<file path="src/rtl/npu_cube_pkg.sv">
// Shared types and index helpers for the NPU cube Booth partial-product path.
package npu_cube_pkg;

  typedef struct packed {
    logic neg;
    logic one;
    logic two;
  } booth_code_t;

  localparam int BOOTH_W = 3;

  // One extra digit beyond DWB/2 absorbs the zero-extended top bit in unsigned mode.
  function automatic int pp_num_f(input int dwb);
    return dwb / 2 + 1;
  endfunction

  // Two guard bits hold 2A and its complement without overflow.
  function automatic int ppw_f(input int dwa);
    return dwa + 2;
  endfunction

  function automatic int lane_digit(input int lane, input int digit, input int pp_num);
    return lane * pp_num + digit;
  endfunction

  function automatic booth_code_t booth_enc(input logic [2:0] trip);
    booth_code_t c;
    case (trip)
      3'b001, 3'b010: c = '{neg: 1'b0, one: 1'b1, two: 1'b0};
      3'b011:         c = '{neg: 1'b0, one: 1'b0, two: 1'b1};
      3'b100:         c = '{neg: 1'b1, one: 1'b0, two: 1'b1};
      3'b101, 3'b110: c = '{neg: 1'b1, one: 1'b1, two: 1'b0};
      default:        c = '{neg: 1'b0, one: 1'b0, two: 1'b0};
    endcase
    return c;
  endfunction

endpackage

</file>
<file path="src/rtl/npu_booth_pp_lane.sv">
// One MAC lane: selects 0/A/2A per pre-encoded Booth digit and applies one's complement.
module npu_booth_pp_lane
  import npu_cube_pkg::*;
#(
  parameter int DWA    = 8,
  parameter int DWB    = 8,
  parameter int PP_NUM = pp_num_f(DWB),
  parameter int PPW    = ppw_f(DWA)
) (
  input  logic [DWA-1:0]            a,
  input  logic [PP_NUM*BOOTH_W-1:0] code,
  input  logic                      mode,
  output logic [PP_NUM*PPW-1:0]     pp,
  output logic [PP_NUM-1:0]         neg
);

  logic [PPW-1:0] a_ext;
  logic [PPW-1:0] a_x2;

  assign a_ext = mode ? {{2{a[DWA-1]}}, a} : {2'b00, a};
  assign a_x2  = {a_ext[PPW-2:0], 1'b0};

  for (genvar k = 0; k < PP_NUM; k++) begin : g_dig
    booth_code_t    c;
    logic [PPW-1:0] mag;

    assign c   = booth_code_t'(code[k*BOOTH_W +: BOOTH_W]);
    assign mag = c.two ? a_x2 : (c.one ? a_ext : '0);
    assign pp[k*PPW +: PPW] = c.neg ? ~mag : mag;
    // A zero digit never carries a correction bit into the tree.
    assign neg[k] = c.neg & (c.one | c.two);
  end

endmodule

</file>
<file path="src/rtl/npu_cube_booth_pp_pipe.sv">
// Weight-stationary Booth partial-product generator with a 2-stage valid/ready pipe.
module npu_cube_booth_pp_pipe
  import npu_cube_pkg::*;
#(
  parameter int DWA     = 8,
  parameter int DWB     = 8,
  parameter int MAC_NUM = 8,
  parameter int PP_NUM  = pp_num_f(DWB),
  parameter int PPW     = ppw_f(DWA)
) (
  input  logic                          clk,
  input  logic                          rst,
  input  logic                          para_load,
  output logic                          para_ready,
  input  logic [DWB*MAC_NUM-1:0]        para_in,
  input  logic                          para_signed,
  input  logic                          in_valid,
  output logic                          in_ready,
  input  logic [DWA*MAC_NUM-1:0]        in_data,
  output logic                          out_valid,
  input  logic                          out_ready,
  output logic [PPW*PP_NUM*MAC_NUM-1:0] out_pp,
  output logic [PP_NUM*MAC_NUM-1:0]     out_neg
);

  localparam int CODE_W = PP_NUM * BOOTH_W;

  logic [DWB*MAC_NUM-1:0]        wgt_q;
  logic                          mode_q;
  logic [CODE_W*MAC_NUM-1:0]     code_q;
  logic [CODE_W*MAC_NUM-1:0]     code_d;
  logic [DWB*MAC_NUM-1:0]        wgt_src;
  logic                          mode_src;
  logic                          load_acc;
  logic                          en;
  logic                          s1_valid;
  logic [DWA*MAC_NUM-1:0]        s1_data;
  logic [PPW*PP_NUM*MAC_NUM-1:0] pp_d;
  logic [PP_NUM*MAC_NUM-1:0]     neg_d;

  assign en         = !out_valid | out_ready;
  assign in_ready   = en & !para_load;
  assign para_ready = !s1_valid & !out_valid;
  assign load_acc   = para_load & para_ready;

  // Encoder sees incoming weights on the load edge, otherwise re-encodes the stored
  // weights, so codes always track the weight register.
  assign wgt_src  = load_acc ? para_in : wgt_q;
  assign mode_src = load_acc ? para_signed : mode_q;

  for (genvar i = 0; i < MAC_NUM; i++) begin : g_enc
    logic [DWB+2:0] b_pad;

    assign b_pad = {(mode_src ? {2{wgt_src[i*DWB+DWB-1]}} : 2'b00),
                    wgt_src[i*DWB +: DWB], 1'b0};

    for (genvar k = 0; k < PP_NUM; k++) begin : g_dig
      assign code_d[lane_digit(i, k, PP_NUM)*BOOTH_W +: BOOTH_W] = booth_enc(b_pad[2*k +: 3]);
    end
  end

  always_ff @(posedge clk) begin
    if (rst) begin
      wgt_q  <= '0;
      mode_q <= 1'b0;
      code_q <= '0;
    end else begin
      code_q <= code_d;
      if (load_acc) begin
        wgt_q  <= para_in;
        mode_q <= para_signed;
      end
    end
  end

  for (genvar i = 0; i < MAC_NUM; i++) begin : g_lane
    npu_booth_pp_lane #(
      .DWA    (DWA),
      .DWB    (DWB),
      .PP_NUM (PP_NUM),
      .PPW    (PPW)
    ) u_lane (
      .a    (s1_data[i*DWA +: DWA]),
      .code (code_q[i*CODE_W +: CODE_W]),
      .mode (mode_q),
      .pp   (pp_d[lane_digit(i, 0, PP_NUM)*PPW +: PP_NUM*PPW]),
      .neg  (neg_d[lane_digit(i, 0, PP_NUM) +: PP_NUM])
    );
  end

  always_ff @(posedge clk) begin
    if (rst) begin
      s1_valid  <= 1'b0;
      s1_data   <= '0;
      out_valid <= 1'b0;
      out_pp    <= '0;
      out_neg   <= '0;
    end else if (en) begin
      s1_valid  <= in_valid & in_ready;
      s1_data   <= in_data;
      out_valid <= s1_valid;
      out_pp    <= pp_d;
      out_neg   <= neg_d;
    end
  end

endmodule
</file>
<file path="config.mk">
export PLATFORM = sky130hd
export DESIGN_NAME = npu_cube_booth_pp_pipe
export DESIGN_NICKNAME = d
export VERILOG_FILES = /design/src/rtl/npu_cube_pkg.sv /design/src/rtl/npu_booth_pp_lane.sv /design/src/rtl/npu_cube_booth_pp_pipe.sv
export SDC_FILE = /design/constraint.sdc
export NUM_CORES = 2
export LEC_CHECK = 0
export BUFFER_PORTS_ARGS = -buffer_cell sky130_fd_sc_hd__buf_4
export CAP_MARGIN = 30
export CORE_MARGIN = 8
export CORE_UTILIZATION = 25
export CTS_CLUSTER_DIAMETER = 200
export DETAILED_ROUTE_END_ITERATION = 8
export GPL_TIMING_DRIVEN = 0
export HOLD_SLACK_MARGIN = 0.1
export SKIP_CTS_REPAIR_TIMING = 1
export SYNTH_ARGS = -nofsm -noshare
export SYNTH_HDL_FRONTEND = slang
export SYNTH_HIERARCHICAL = 1
export SYNTH_SLANG_ARGS = --single-unit
</file>
<file path="constraint.sdc">
create_clock -name clk -period 5.3 [get_ports clk]
set_input_delay 0.795 -clock clk [delete_from_list [all_inputs] [get_ports clk]]
set_output_delay 0.795 -clock clk [all_outputs]
set_load 0.01 [all_outputs]
</file>
==> impl_summary.log <==
INFO  metric timing_hold_violations_final = 0
INFO  metric async_reset_ff_share = 0%
INFO  metric hold_path_startpoint = para_in[0]
INFO  metric final_report_setup_violation_count = 0
INFO  metric synth_commonest_cells = 1170 x nand2_1, 929 x a21oi_1, 667 x dfxtp_1
INFO  metric fp-row-count = 149
INFO  metric post_synth_edffs = 0
INFO  metric clock_tree_from_tritoncts = done
INFO  metric cp-end-kind = primary output
INFO  metric cts_root_buffer = clkbuf_16
INFO  metric vdd_drop_max = 220 uV
INFO  metric detail_route.first_pass.iterations = 6
INFO  metric yosysSeqAreaShare = 32.4%
INFO  metric die-height = 422 um
INFO  metric cts.path.max_buffers = 3
INFO  metric cts.sinks = 667
INFO  metric dr_total_vias = 42100
INFO  metric final-max-slew-violation-count = 0
INFO  metric max-cap-violations = 0
INFO  metric most_frequently_used_cell_type_in_the_post_synthesis_netlist = nand2_1
INFO  metric synth_area_leaders = dfxtp_1 32%, a21oi_1 11%, nand2_1 11%
INFO  metric first_iter_violations = 3498
INFO  metric drt-total-wl = 184000 um
INFO  metric required_time_of_the_critical_path = 4.51 ns
INFO  metric postLayoutSetupSlackWorst = 1.98 ns
INFO  metric grt_setup_unrepaired = no
INFO  metric dieWidth = 422 um
INFO  metric grt_first_pass_wirelength = 266000 um
INFO  metric finish.net_count = 6084
INFO  metric overflow = 0
INFO  metric synthesis_to_layout_area_growth = 25.2%
INFO  metric crit_type = flip-flop to primary output
INFO  metric post_route_cells_drive_above_1_share = 25.0%
INFO  metric worst_case_headroom_to_the_max_slew_limit = 36.6%
INFO  metric crit_fanout = 10
INFO  metric post_synth_instance_area = 41200 um2
INFO  metric post_drt_via_cell_ratio = 5.11
INFO  metric postSynthCellCount = 5214
INFO  metric syn-mean-instance-area = 7.91 um2
INFO  metric leak_pwr = 21.1 nW
INFO  metric fin_crit_sh = 62.7%
INFO  metric cts_max_level = 3
INFO  metric worst_hold_slack = 0.352 ns
INFO  metric synth_top_area_share = 32.4%
INFO  metric hold_path_class = primary input to flip-flop
INFO  metric clock_insertion_delay_worst_skew = 0.69 ns
INFO  metric r2r_start = s1_valid$_SDFFE_PP0N_
INFO  metric dpl.hpwl = 140000 um
INFO  metric die_area = 178000 um2
INFO  metric worst_pin_slew = 0.951 ns
INFO  metric cts_buffers = 83
INFO  metric clock_skew = 0.0369 ns
INFO  metric pwr_density_cell = 281 nW/um2
INFO  metric start_util = 25.1%
INFO  metric postRouteAntennaNets = 0
INFO  metric synth_top_flop_cell = dfxtp_1
INFO  metric grtUsageTotal = 19.3%
INFO  metric grt_pass1_vias = 40200
INFO  metric grt_antenna_before_repair = 42
INFO  metric run_status = finished, final reports clean
INFO  metric gp_congestion = 0.909
INFO  metric synthDistinctLibCells = 38
INFO  metric arrival = 2.53 ns
INFO  metric max_freq = 0.301 GHz
INFO  metric drt-wirelength-per-cell = 22.4 um
INFO  metric crit_path_start = out_valid$_SDFFE_PP0N_
INFO  metric synth_largest_area_cell = dfxtp_1
INFO  metric worst_setup_hold_path_clk_slew = 0.06 ns
INFO  metric totalNegativeSetupSlack = 0 ns
INFO  metric synth_register_bits = 667
INFO  metric critPathLaunchType = flip-flop
INFO  metric grt_max_degree = 34
INFO  metric yosysWarningCount = 6
INFO  metric pre_cts_ws = 2.15 ns
INFO  metric drt_drc_violations_left = 0
INFO  metric design.core.area = 164000 um2
INFO  metric io_buffers = 573
INFO  metric layout_min_cycle_time = 3.32 ns
INFO  metric ioPinCount = 577
## registers in the layout (all words and copies together), names as in the netlist
register,cells
code_q,112
mode_q,1
out_neg,40
out_pp,400
out_valid,1
s1_data,64
s1_valid,1
wgt_q,48
## metrics by stage
step | cells | util [%] | cell area [um2] | power (mW)
2_1_floorplan | 5269 | - | 41400 | 7.29
6_report | 8234 | 31.4 | 51600 | 14.5
3_5_place_dp | 8041 | 29.6 | 48600 | 8.53
3_3_place_gp | 8031 | 29.5 | 48500 | 8.49
5_1_grt | 8232 | 31.4 | 51600 | 15.1
4_1_cts | 8195 | 31.3 | 51500 | 14.7
## logic make-up (layout without fill, tap and decap cells)
family	after synthesis	after routing	share of synthesized area [%]
AND/OR/NAND/NOR	2315	2315	31.3
AO/OA/AOI/OAI	1445	1445	24.5
flip-flops	667	667	32.4
buffers and inverters	642	1380	8.66
XOR/XNOR	122	122	2.59
adder cells (fa/ha/maj)	12	12	0.364
multiplexers	10	10	0.282
other	1	94	0.00909
## power breakdown
part,leakage [nW],internal [mW],switching [mW]
Sequential,5.48,5.32,0.283
Clock,1.39,3.56,2.50
Combinational,14.3,1.14,1.71
## layout by cell type (no fill, tap or decap), types with 101 or more instances in the layout
cell type and n:
a211oi_2 301, clkbuf_1 178, a21oi_1 929, buf_2 313, buf_4 654, xnor2_1 101, nand3b_1 349, dfxtp_1 666
and3_1 280, and4b_1 280, nand2_1 1170
## area by class of cell
| cell class | instances | area (um2) |
|---|---|---|
| Antenna cell | 38 | 95.1 |
| Timing Repair Buffer | 584 | 4460 |
| Tap cell | 2189 | 2740 |
| Buffer | 636 | 3550 |
| Fill cell | 17500 | 113000 |
| Clock inverter | 42 | 537 |
| Clock buffer | 112 | 2330 |
| Inverter | 6 | 22.5 |
| Multi-Input combinational cell | 3960 | 24500 |
| Sequential cell | 667 | 13400 |
## path summary, 6_finish.rpt
path,endpoint,slack [ns],cells after the start
setup / recovery,in_ready,1.98,6
hold reg to reg,out_pp[374]$_SDFFE_PP0N_,0.45,2
hold / removal,code_q[1]$_SDFF_PP0_,0.35,3
setup reg to reg,code_q[84]$_SDFF_PP0_,2.75,8
## worst max-delay path, stage by stage, from the launching register on
cell and delay (ns):
dfxtp_1 0.42, nor2b_1 0.17, buf_4 0.19, buf_2 0.39, buf_2 0.32, nor2_1 0.16, buf_4 0.18
## per-layer routing
metal | vias up | track usage, % | part of all wire [%]
met4 | 0 | 12.8 | 6.6
met2 | 1514 | 33.0 | 49
met3 | 404 | 2.57 | 4.9
met1 | 20200 | 22.5 | 40
met5 | - | 0 | 0
li1 | 19900 | - | -
No activity file was read; power rests on OpenSTA's default activity.
